`src/rtl/nn_pkg.sv`:
```
// rtl/nn_pkg.sv - shared state encoding and width helpers for the neuron layer sequencer
package nn_pkg;

  typedef enum logic [2:0] {
    S_IDLE  = 3'd0,
    S_FETCH = 3'd1,
    S_WAIT  = 3'd2,
    S_LOAD  = 3'd3,
    S_CAPT  = 3'd4,
    S_OUT   = 3'd5,
    S_DONE  = 3'd6
  } seq_state_t;

  // Neuron output width: product width plus accumulation growth, bias headroom and sign.
  function automatic int nn_ow(input int m, input int n, input int k);
    return n + k + $clog2(m) + 2;
  endfunction

  function automatic int nn_iw(input int p);
    return $clog2(p);
  endfunction

endpackage

```
`src/rtl/neuron_param_fetch.sv`:
```
// rtl/neuron_param_fetch.sv - parameter memory read strobe and weight/bias capture registers
module neuron_param_fetch #(
  parameter int M  = 4,
  parameter int N  = 4,
  parameter int B  = 10,
  parameter int IW = 3
) (
  input  logic             clk,
  input  logic             rst,
  input  logic             i_fetch,
  input  logic             i_wait,
  input  logic [IW-1:0]    i_idx,
  output logic             o_prm_rd,
  output logic [IW-1:0]    o_prm_addr,
  input  logic [M*N-1:0]   i_prm_weigth,
  input  logic [B:0]       i_prm_bias,
  output logic [M*N-1:0]   o_weigth,
  output logic [B:0]       o_bias
);

  logic [M*N-1:0] r_weigth;
  logic [B:0]     r_bias;

  // Memory returns data one cycle after the strobe, i.e. during WAIT.
  always_ff @(posedge clk) begin
    if (rst) begin
      r_weigth <= '0;
      r_bias   <= '0;
    end else if (i_wait) begin
      r_weigth <= i_prm_weigth;
      r_bias   <= i_prm_bias;
    end
  end

  assign o_prm_rd   = i_fetch;
  assign o_prm_addr = i_fetch ? i_idx : '0;
  assign o_weigth   = r_weigth;
  assign o_bias     = r_bias;

endmodule

```
`src/rtl/neuron_layer_seq.sv`:
```
// rtl/neuron_layer_seq.sv - sequences one shared neuron over a P-neuron layer with a valid/ready result port
module neuron_layer_seq
  import nn_pkg::*;
#(
  parameter int M = 4,
  parameter int N = 4,
  parameter int K = 4,
  parameter int B = 10,
  parameter int P = 8,
  localparam int OW = nn_ow(M, N, K),
  localparam int IW = nn_iw(P)
) (
  input  logic             clk,
  input  logic             rst,
  input  logic             start,
  input  logic [M*K-1:0]   act_in,
  output logic             busy,
  output logic             done,
  output logic             prm_rd,
  output logic [IW-1:0]    prm_addr,
  input  logic [M*N-1:0]   prm_weigth,
  input  logic [B:0]       prm_bias,
  output logic             load_params,
  output logic [M*K-1:0]   activation,
  output logic [M*N-1:0]   weigth,
  output logic [B:0]       bias,
  input  logic [OW-1:0]    neu_out,
  output logic             res_valid,
  input  logic             res_ready,
  output logic [OW-1:0]    res_data,
  output logic [IW-1:0]    res_idx
);

  seq_state_t       r_state;
  seq_state_t       w_next;
  logic [IW-1:0]    r_idx;
  logic [IW-1:0]    r_res_idx;
  logic [M*K-1:0]   r_act;
  logic [OW-1:0]    r_res_data;
  logic             w_last;

  assign w_last = (r_idx == IW'(P - 1));

  always_ff @(posedge clk) begin
    if (rst) begin
      r_state    <= S_IDLE;
      r_idx      <= '0;
      r_act      <= '0;
      r_res_data <= '0;
      r_res_idx  <= '0;
    end else begin
      r_state <= w_next;
      case (r_state)
        S_IDLE: if (start) begin
          r_act <= act_in;
          r_idx <= '0;
        end
        S_CAPT: begin
          r_res_data <= neu_out;
          r_res_idx  <= r_idx;
        end
        S_OUT: if (res_ready && !w_last) r_idx <= r_idx + 1'b1;
        default: ;
      endcase
    end
  end

  always_comb begin
    w_next = r_state;
    case (r_state)
      S_IDLE:  if (start) w_next = S_FETCH;
      S_FETCH: w_next = S_WAIT;
      S_WAIT:  w_next = S_LOAD;
      S_LOAD:  w_next = S_CAPT;
      S_CAPT:  w_next = S_OUT;
      S_OUT:   if (res_ready) w_next = w_last ? S_DONE : S_FETCH;
      S_DONE:  w_next = S_IDLE;
      default: w_next = S_IDLE;
    endcase
  end

  neuron_param_fetch #(.M(M), .N(N), .B(B), .IW(IW)) u_fetch (
    .clk          (clk),
    .rst          (rst),
    .i_fetch      (r_state == S_FETCH),
    .i_wait       (r_state == S_WAIT),
    .i_idx        (r_idx),
    .o_prm_rd     (prm_rd),
    .o_prm_addr   (prm_addr),
    .i_prm_weigth (prm_weigth),
    .i_prm_bias   (prm_bias),
    .o_weigth     (weigth),
    .o_bias       (bias)
  );

  assign busy        = (r_state != S_IDLE);
  assign done        = (r_state == S_DONE);
  assign load_params = (r_state == S_LOAD);
  assign res_valid   = (r_state == S_OUT);
  assign activation  = r_act;
  assign res_data    = r_res_data;
  assign res_idx     = r_res_idx;

endmodule

```
`config.mk`:
```
export PLATFORM = sky130hd
export DESIGN_NAME = neuron_layer_seq
export DESIGN_NICKNAME = d
export VERILOG_FILES = /design/src/rtl/nn_pkg.sv /design/src/rtl/neuron_param_fetch.sv /design/src/rtl/neuron_layer_seq.sv
export SDC_FILE = /design/constraint.sdc
export NUM_CORES = 1
export LEC_CHECK = 0
export CAP_MARGIN = 20
export CORE_MARGIN = 2
export CORE_UTILIZATION = 37
export DETAILED_ROUTE_END_ITERATION = 7
export PLACE_DENSITY = 0.75
export SYNTH_ARGS = -nofsm -noshare
export SYNTH_HDL_FRONTEND = slang
export SYNTH_HIERARCHICAL = 1
export SYNTH_SLANG_ARGS = --single-unit
```
`constraint.sdc`:
```
create_clock -name clk -period 4.2 [get_ports clk]
set_input_delay 0.42 -clock clk [delete_from_list [all_inputs] [get_ports clk]]
set_output_delay 0.42 -clock clk [all_outputs]
set_load 0.1 [all_outputs]
```
# Word level (Yosys, flattened, before mapping)
# Cells that the tools add are included.
# classes
n_mul,0
eq_ne,10
order_cmp,0
mux,8
bitwise,0
addsub,1
reduce_logical,8
div,0
shift,0
# op_table
op,count
$mux 3,6
$pmux 3 s6,1
$eq 3x3->1 const B,4
$eq 3x2->1 const B,2
$pmux 3 s2,1
$ne 2x1->1 const B,2
$reduce_and 2->1,2
$add 3x1->3 const B,1
$eq 3x1->1 const B,1
$logic_not 3->1,1
$reduce_and 3->1,1
$reduce_bool 3->1,1
$ne 2x2->1 const B,1
$reduce_bool 2->1,1
$logic_and 1x1->1,1
$logic_not 1->1,1
# word_totals
latchBits,0
output_inout_bits,66
word_cells,34
inputBits,59
regBits,64
rom_bits,0
mem_count,0
mem_bits_rw,0

# Logic depth before layout (Yosys ltp)
# depth
ltp_word,5
depth_mapped,6
ltp_nobuf,5

# By module
# The synthesis kept the hierarchy.
# modules_own_cells
module,cells_per_inst,area_per_inst_um2,n_inst,seq_area_each_um2
neuron_layer_seq,182,1492.7,1,740.7
neuron_param_fetch,91,1004.7,1,540.5

# Worst setup path after synthesis
# OpenSTA, ideal clock, no wires.
# synth_path
path_kind,register -> output
from,register r_state[1]
to,output port done
setup_slack_ns,1.813
arrival_time_ns,1.967
required_ns,3.780
n_path_buf,1
path_stages_with_launch,4
cell_sequence,dfxtp_1 > buf_2 > nand2_1 > nor2_1
# synth_between
elab_chain_len,1
# synth_lines
item,line_no,source
from (decl),neuron_layer_seq.sv:34,seq_state_t r_state;
from (signal assigned),neuron_layer_seq.sv:52,r_state <= w_next;
$eq 3x3->1,neuron_layer_seq.sv:97,assign done = (r_state == S_DONE);
to (decl),neuron_layer_seq.sv:18,"output logic done,"
# Every way passes these cells.

# Final worst setup path
# layout_path
from,register r_state[0]
to,output port prm_addr[2]
# layout_between
elab_chain_len,2
# layout_lines
item,line_no,source
$eq 3x1->1,neuron_layer_seq.sv:85,".i_fetch (r_state == S_FETCH),"
$mux 3,neuron_param_fetch.sv:36,assign o_prm_addr = i_fetch ? i_idx : '0;
to (decl),neuron_layer_seq.sv:20,"output logic [IW-1:0] prm_addr,"
# Every way passes these cells.

==> impl_metrics.ini <==
[run_status]
outcome = complete, but fails checks
violations = DRC

[clocking]
cts_tree = done
clkLatencyLatePin_ns = 0.32
cts.sinks = 64
root_buffer = clkbuf_8
post_cts_buffers = 0
h-tree-depth = 3
cts_buffer_depth = 2
postCtsResizedCells = 0
clk_pin_slew_ns = 0.06
cts_hold_buf = 0
cts_buffers = 9

[drt]
antenna_left = 0
met2_length_um = 2760
dr_wl_met3_um = 575
met1_length_um = 2750
drcViolationCount = 1
post_drt_wl_per_cell_um = 13.1
drt-total-wl_um = 6180
via_per_inst = 4.70
top_layer = met4
vias = 2214
dr.first_iter.drc_count = 49
first_pass_iters = 6

[synthesis]
ys.flop_type = dfxtp_1
synth_area_leaders = dfxtp_1 (51%), mux2i_1 (12%), nand2_1 (10%), a21oi_1 (6.4%), nor2_1 (4.5%)
synth.most_common_cell = nand2_1
postSynthAreaPerCell_um2 = 9.15
netlist_top_cells_count = nand2_1 (67), dfxtp_1 (64), a21oi_1 (32), mux2i_1 (30), nor2_1 (30)
async_flop_share_pct = 0
synth_edf_count = 0
syn_nets = 334
synthCells = 273
yosysTopAreaCell = dfxtp_1
syn_area_um2 = 2500
synth-seq-cells = 64
synth_top_area_share_pct = 51.3
yosysSeqAreaShare_pct = 51.3
yosysWarnings = 6
synth_cell_types = 32

[pwr]
power_mw = 1.78
powerDensity_nw_per_um2 = 454
ir_drop_v = 0.000227
p_leak_nw = 1.43

[place]
pre_cts_ws_ns = 1.39
gp_congestion = 0.761
dp_hpwl_um = 4400
port_buffers = 124
placed_area_um2 = 3720

[die]
die_w_um = 86.2
core_area_um2 = 6420
start_util_pct = 38.9
core.rowCount = 29
die_h_um = 86.2
pin_count = 125
die_area_um2 = 7420

[timing]
min_period_ns = 3.14
finalHoldViolations = 0
rsz0062_at_grt = no
slew_headroom_pct = 32.0
final.period_utilization_pct = 74.8
fmax_ghz = 0.318
maxSlewViolCount = 0
fin_setup_tns_ns = 0
worst_slew_pin_slew_ns = 1.02
fin_skew_ns = 0.00700
layout_setup_ws_ns = 1.06
setup_viol = 0

[worst_setup_path]
worstPathMaxFanout = 17
max_stage_delay_ns = 1.13
startpoint_type = flop
worst_ep_required_time_ns = 3.78
cp_slowest_cell = clkdlybuf4s50_1
arrival_ns = 2.72
crit_type = reg2out
crit_chain = nor3b_1, and2_1, clkdlybuf4s50_1
cp-end-kind = output port

[cells_and_area]
fillCellCount = 570
multi_input_area_um2 = 1080
antenna_cells = 0
drive_gt1_share_pct = 5.08
final_nets = 451
design_area_um2 = 3920
ff_latch_area_um2 = 1280
postLayoutCoreUtil_pct = 61.1
area_growth_pct = 57.1

[grt]
grt-ovfl-total = 0
antenna_found_initial = 0
grt_start_max_net_pins = 49
grt_pass1_vias = 2178
grt_first_pass_wirelength_um = 10100
gr-usage-all-layers_pct = 17.2

[worst_hold_path]
hold_path.class = reg2reg

[flow_run]
cap_violations = 0
==> state kept, by name, summed over array words and instances, names as in the netlist <==
register          cells
u_fetch/o_weigth     16
r_idx                 3
res_data             12
u_fetch/o_bias       11
activation           16
res_idx               3
r_state               3
==> worst paths after layout <==
| check | startpoint | end | slack (ns) | cells past startpoint |
|---|---|---|---|---|
| worst min-delay path | activation[0] | activation[0] | 0.45 | 2 |
| worst min register to register | activation[0] | activation[0] | 0.45 | 2 |
| worst max register to register | r_state[2] | res_data[10] | 2.33 | 3 |
| worst max-delay path | r_state[0] | prm_addr[2] | 1.06 | 3 |
==> where the power goes <==
part	internal [mW]	switching (mW)	leakage, nW
logic	0.169	0.392	0.802
registers	0.646	0.0305	0.520
clock network	0.330	0.213	0.103
==> final cells by class <==
| cell class | instances | share of cell area, % |
|---|---|---|
| flip-flops and latches | 64 | 32.7 |
| repair buffers | 126 | 32.2 |
| multi-input cells | 188 | 27.5 |
| clock buffers | 11 | 3.35 |
| well taps | 77 | 2.46 |
| clock inverters | 4 | 1.79 |
| inverters | 1 | 0.0957 |
==> routing by layer <==
layer	up-vias	GRT usage (%)
met1	983	21.5
met4	0	7.22
met5	-	0
li1	1127	-
met3	10	6.45
met2	94	26.5
==> metrics by stage <==
step	std cells	hold slack (ns)
floorplan	273	0.457
global placement	455	0.441
detailed placement	456	0.446
CTS	471	0.455
global route	471	0.473
finish	471	0.452
==> cell usage in the layout, fill, tap and decap left out, drive strengths merged, types with 2 or more instances in the layout <==
| master | instances |
|---|---|
| bufinv | 2 |
| nor2 | 30 |
| clkinv | 2 |
| clkdlybuf4s50 | 123 |
| buf | 3 |
| and2 | 4 |
| nand2 | 67 |
| clkbuf | 11 |
| nor3b | 3 |
| a21oi | 33 |
| mux2i | 30 |
| ha | 2 |
| or3b | 2 |
| dfxtp | 64 |
| nand2b | 4 |
==> kinds of logic after synthesis <==
kind of cell               after synthesis  share of synthesized area [%]
and+or+nand+nor                        119                           21.9
DFF                                     64                           51.3
AOI/OAI and AO/OA                       36                           7.62
muxes                                   30                           12.0
buffers and inverters                   21                           5.76
adders and majority gates                2                           1.00
xor gates and xnor gates                 1                          0.351
==> worst max-delay path: cells and delay by family (launching register included) <==
kind	cells	cell delay, ns
buffers and inverters	1	1.13
flip-flops	1	0.69
AND/OR/NAND/NOR	2	0.59
Power figures use the tool's default switching activity.
